==> config.mk <==
export PLATFORM = sky130hd
export DESIGN_NAME = unsigned_32_bit_adder
export DESIGN_NICKNAME = d
export VERILOG_FILES = /design/src/rtl/unsigned_32_bit_adder.sv
export SDC_FILE = /design/constraint.sdc
export NUM_CORES = 1
export LEC_CHECK = 0
export ABC_CLOCK_PERIOD_IN_PS = 20100
export CAP_MARGIN = 20
export CELL_PAD_IN_SITES_DETAIL_PLACEMENT = 2
export CELL_PAD_IN_SITES_GLOBAL_PLACEMENT = 2
export CORE_AREA = 2 2 124 90
export CTS_CLUSTER_DIAMETER = 100
export CTS_CLUSTER_SIZE = 30
export DETAILED_ROUTE_END_ITERATION = 16
export DIE_AREA = 0 0 126 92
export GPL_TIMING_DRIVEN = 0
export HOLD_SLACK_MARGIN = 0.03
export PLACE_DENSITY = 0.91
export REMOVE_ABC_BUFFERS = 1
export SYNTH_ARGS = -nofsm -noshare
export SYNTH_HDL_FRONTEND = slang
export SYNTH_SLANG_ARGS = --single-unit
==> constraint.sdc <==
create_clock -name clk -period 20.1 [get_ports clk]
set_clock_uncertainty 0.1 [all_clocks]
set_input_delay 4.02 -clock clk [delete_from_list [all_inputs] [get_ports clk]]
set_output_delay 4.02 -clock clk [all_outputs]
set_load 0.05 [all_outputs]
==> src/rtl/unsigned_32_bit_adder.sv <==
// Registered 32-bit unsigned ripple-carry adder.
// Exposes the sum and every stage carry-out, one cycle after the operands.
module unsigned_32_bit_adder (
    input  logic        clk,
    input  logic        rst,
    input  logic [31:0] in1,
    input  logic [31:0] in2,
    input  logic        cin,
    output logic [31:0] sout,
    output logic [31:0] cout
);

    logic [31:0] prop;
    logic [31:0] gen;
    logic [32:0] carry;
    logic [31:0] sum;

    // Per-bit propagate and generate terms for the full-adder cells.
    always_comb begin
        prop = in1 ^ in2;
        gen  = in1 & in2;
    end

    // Ripple the carry from bit 0 up through all 32 full-adder stages.
    always_comb begin
        carry    = '0;
        sum      = '0;
        carry[0] = cin;
        for (int i = 0; i < 32; i++) begin
            sum[i]     = prop[i] ^ carry[i];
            carry[i+1] = gen[i] | (carry[i] & prop[i]);
        end
    end

    // Output registers; reset wins over the load on the same edge.
    always_ff @(posedge clk) begin
        if (rst) begin
            sout <= '0;
            cout <= '0;
        end else begin
            sout <= sum;
            cout <= carry[32:1];
        end
    end

endmodule

Word-level counts from Yosys, hierarchy flattened
Index checks and enable logic that the tools add are counted.

Input bits: 67. Flip-flop bits (word level): 64. Word-level logic and storage cells: 100.

Bitwise logic cells: 98.

Operator list (count): AND 1 bit (32); AND 32 bit (1); bitwise OR 1 bit (32); bitwise XOR 1 bit (32); bitwise XOR 32 bit (1).

Logic depth before layout (Yosys ltp)
Depth after elaboration: 65. Depth in mapped cells: 33.

Least setup slack after synthesis
OpenSTA, ideal clock, no wires.

Path kind: input-to-reg. Start: input port in1[0]. End: register sout[31]. Data required time: 19.885 ns. Setup slack: 3.080 ns. Path buffers: 0. Cell stages on the path: 33. Data arrival time: 16.805 ns. Setup time: 0.115 ns. Path through: fa_1 fa_1 fa_1 fa_1 fa_1 fa_1 fa_1 fa_1 fa_1 fa_1 fa_1 fa_1 fa_1 fa_1 fa_1 fa_1 fa_1 fa_1 fa_1 fa_1 fa_1 fa_1 fa_1 fa_1 fa_1 fa_1 fa_1 fa_1 fa_1 fa_1 fa_1 fa_1 nor2b_1.

Cells in the longest elaborated chain, start to end: 64. Elaborated cells between the ends (all ways): 65. Classes of those cells: bitwise (65).

RTL lines: start: declaration (line 6) `input logic [31:0] in1,`; bitwise XOR 32 bit (line 20) `prop = in1 ^ in2;`; AND 1 bit (line 31) `carry[i+1] = gen[i] | (carry[i] & prop[i]);`; bitwise OR 1 bit (*) (line 31); AND 1 bit (*) (line 31); bitwise OR 1 bit (*) (line 31); net carry[2] (line 15) `logic [32:0] carry;`; AND 1 bit (*) (line 31); bitwise OR 1 bit (*) (line 31); net carry[3] (line 15); [... 2 more ...]; net carry[4] (line 15); [... 2 more ...]; net carry[5] (line 15); [... 2 more ...]; net carry[6] (line 15); [... 2 more ...]; net carry[7] (line 15); [... 2 more ...]; net carry[8] (line 15); [... 2 more ...]; net carry[9] (line 15); [... 2 more ...]; net carry[10] (line 15); [... 2 more ...]; net carry[11] (line 15); [... 2 more ...]; net carry[12] (line 15); [... 2 more ...]; net carry[13] (line 15); [... 2 more ...]; net carry[14] (line 15); [... 2 more ...]; net carry[15] (line 15); [... 2 more ...]; net carry[16] (line 15); [... 2 more ...]; net carry[17] (line 15); [... 2 more ...]; net carry[18] (line 15); [... 2 more ...]; net carry[19] (line 15); [... 2 more ...]; net carry[20] (line 15); [... 2 more ...]; net carry[21] (line 15); [... 2 more ...]; net carry[22] (line 15); [... 2 more ...]; net carry[23] (line 15); [... 2 more ...]; net carry[24] (line 15); [... 2 more ...]; net carry[25] (line 15); [... 2 more ...]; net carry[26] (line 15); [... 2 more ...]; net carry[27] (line 15); [... 2 more ...]; net carry[28] (line 15); [... 2 more ...]; net carry[29] (line 15); AND 1 bit (*) (line 31); bitwise OR 1 bit (*) (line 31); net carry[30] (line 15); AND 1 bit (*) (line 31); bitwise OR 1 bit (*) (line 31); net carry[31] (line 15); bitwise XOR 1 bit (*) (line 30) `sum[i] = prop[i] ^ carry[i];`; net sum[31] (line 16) `logic [31:0] sum;`; end signal: assignment (line 41) `sout <= sum;`; end: declaration (line 9) `output logic [31:0] sout,`.

The timed path passes the listed nets; every way through them passes the cells marked *. A chain may end at the register's enable or synchronous reset.

Worst setup path in the final report
Start: input port in1[0]. End: register sout[31].

Cells in the longest elaborated chain, start to end: 64. Elaborated cells between the ends (all ways): 65. Classes of those cells: bitwise (65).

RTL lines (line): bitwise XOR 32 bit (20); AND 1 bit (31); bitwise OR 1 bit (*) (31); net carry[1] (15); AND 1 bit (*) (31); bitwise OR 1 bit (*) (31); net carry[2] (15); AND 1 bit (*) (31); [... 1 more ...]; net carry[3] (15); [... 2 more ...]; net carry[4] (15); [... 2 more ...]; net carry[5] (15); [... 2 more ...]; net carry[6] (15); [... 2 more ...]; net carry[7] (15); [... 2 more ...]; net carry[8] (15); [... 2 more ...]; net carry[9] (15); [... 2 more ...]; net carry[10] (15); [... 2 more ...]; net carry[11] (15); [... 2 more ...]; net carry[12] (15); [... 2 more ...]; net carry[13] (15); [... 2 more ...]; net carry[14] (15); [... 2 more ...]; net carry[15] (15); [... 2 more ...]; net carry[16] (15); [... 2 more ...]; net carry[17] (15); [... 2 more ...]; net carry[18] (15); [... 2 more ...]; net carry[19] (15); [... 2 more ...]; net carry[20] (15); [... 2 more ...]; net carry[21] (15); [... 2 more ...]; net carry[22] (15); [... 2 more ...]; net carry[23] (15); [... 2 more ...]; net carry[24] (15); [... 2 more ...]; net carry[25] (15); [... 2 more ...]; net carry[26] (15); [... 2 more ...]; net carry[27] (15); [... 2 more ...]; net carry[28] (15); [... 2 more ...]; net carry[29] (15); AND 1 bit (*) (31); bitwise OR 1 bit (*) (31); net carry[30] (15); AND 1 bit (*) (31); bitwise OR 1 bit (*) (31); net carry[31] (15); bitwise XOR 1 bit (*) (30); net sum[31] (16).

Marked as above.

==> key figures <==
Outcome
  – Outcome: finished clean

Die
  – Total core area: 10600 µm²
  – FP Rows: 32
  – Die width: 126 µm
  – IO Pins: 131
  – Initial core utilization: 24.2%
  – Die area: 11600 µm²
  – Die H: 92 µm

Final layout
  – Antenna fix cells: 0
  – Commonest non-fill, non-tap cell in the layout: clkdlybuf4s50_1
  – Core Util, Final: 40.2%
  – Design Area, Final: 4250 µm²
  – Filler Cell Count: 1066
  – Most frequent cells in the layout: clkdlybuf4s50_1, dfxtp_1, nor2b_2, fa_1, clkbuf_16
  – Layout cells sized above 1: 24.4%
  – Storage cell area: 1280 µm²
  – Fin nets: 401
  – Multi-input gate area: 1190 µm²
  – Syn-to-layout area delta: 66.1%
  – Fin cells: 443

Detailed routing
  – Total Routed Length: 6.64 mm
  – Iter 0 DRT Violations: 19
  – DR pass1 iterations: 4
  – Antenna-violating nets left: 0
  – Wire length per cell: 15.0 µm
  – Vias: 1687
  – Vias per std cell: 3.81
  – DRC viols: 0

Synth
  – #FFs+latches synth: 64
  – YS warnings: 0
  – Post-Synthesis Cells: 167
  – Count of cell types in the netlist: 6
  – Post-Syn Area: 2560 µm²
  – Syn avg cell area: 15.3 µm²
  – Seq/Total Area, Yosys: 50.1%

Timing
  – Shortest period the worst path allows: 18120 ps
  – Final hold vios: 0
  – Hold Slack: 4030 ps
  – Slew Limit Fails: 0
  – Slew @ Worst Pin: 537 ps
  – Final period util: 90.2%
  – RSZ-0062 raised after global routing: no
  – Post-route setup slack: 1980 ps
  – Max Freq: 0.0552 GHz
  – # setup viols final: 0
  – Slew HR: 64.1%
  – Setup TNS Final: 0 ps

Setup path
  – Crit-path max FO: 2
  – Crit path launch: in1[0]
  – CP required: 20200 ps
  – Setup CP Type: input port to flop
  – Slowest cell on the critical path: fa_1
  – Crit-path max cell delay: 470 ps
  – Cell repeated most along the worst path: fa_1
  – Data arrival, critical path: 18230 ps
  – CP Capture Type: flop
  – Crit path launch type: input port

Placement
  – Hpwl dp: 5.38 mm
  – Dpl ws: 1530 ps
  – GP Congestion: 0.694
  – PortBufs: 130
  – Placed Area: 3970 µm²
  – Placed cells: 427

Global routing
  – Pin count of the biggest net entering global routing: 40
  – First-pass GRT wire length: 10.7 mm
  – Initial antenna violation count: 0
  – Overall routing resource usage: 12.3%
  – Total grt overflow: 0
  – Number of global-route vias before repair: 2015

Power and ir drop
  – Pwr per Cell Area: 97.9 nW/µm²
  – Tot Pwr: 0.416 mW
  – Lkg Pwr: 1.61 nW
  – VDD IR max: 0.0000382 V

Clocking
  – Resize count post-CTS: 0
  – CTS max path bufs: 2
  – Cts-stage hold buffer count: 0
  – Clock transition at path regs: 50 ps
  – CTS buffer count: 9
  – CTS root buf: clkbuf_16
  – H-tree depth: 3
  – Clock sink count: 64
  – Setup Buffers After CTS: 0
  – CTS tree: yes

Hold path
  – Worst hold path class: input port to flop
  – Hold_sp: rst

Flow run
  – Max-cap viol count: 0
report_power, final:
part | switching, mW | total (mW) | leakage [nW] | internal, mW
logic | 0.0713 | 0.124 | 0.941 | 0.0524
clock network | 0.0528 | 0.148 | 0.140 | 0.0954
registers | 0.00366 | 0.144 | 0.533 | 0.141
total | 0.128 | 0.416 | 1.61 | 0.288
final timing paths:
check	endpoint	depth (start not counted)
worst max-delay path	sout[31]	34
worst min-delay path	sout[25]	2
synth_stat cells, drive strengths merged:
cell,instances,share of area [%]
dfxtp,64,50
nor2b,64,22
buf,7,3.4
fa,32,25
flip-flops by register name (all words and copies together), names as in the netlist:
register  count
cout         32
sout         32
worst max-delay path: cells and delay by family:
family                   cells  cell delay (ps)
AND/OR/NAND/NOR              1              130
buffers and inverters        1              440
adder cells (fa/ha/maj)     32            13620
routing by layer:
metal,share of wire (%),global-route usage [%],vias to the layer above
li1,-,-,773
met1,36,12.4,826
met2,52,21.7,83
met3,11,6.65,5
met4,0.72,4.12,0
met5,0,0,-
area by class of cell:
type                    instances  share of cell area, %
well taps                     136                   4.00
multi-input cells              96                   28.0
flip-flops and latches         64                   30.1
repair buffers                131                   31.2
clock buffers                  12                   5.56
clock inverters                 4                   1.06
cell families (layout without fill, tap and decap cells):
| group | Yosys count | in the layout | share of synthesized area (%) |
|---|---|---|---|
| buffers and inverters | 7 | 147 | 3.37 |
| flip-flops | 64 | 64 | 50.1 |
| AND/OR/NAND/NOR | 64 | 64 | 21.5 |
| adder cells (fa/ha/maj) | 32 | 32 | 25.0 |
No activity file was read; power rests on OpenSTA's default activity.
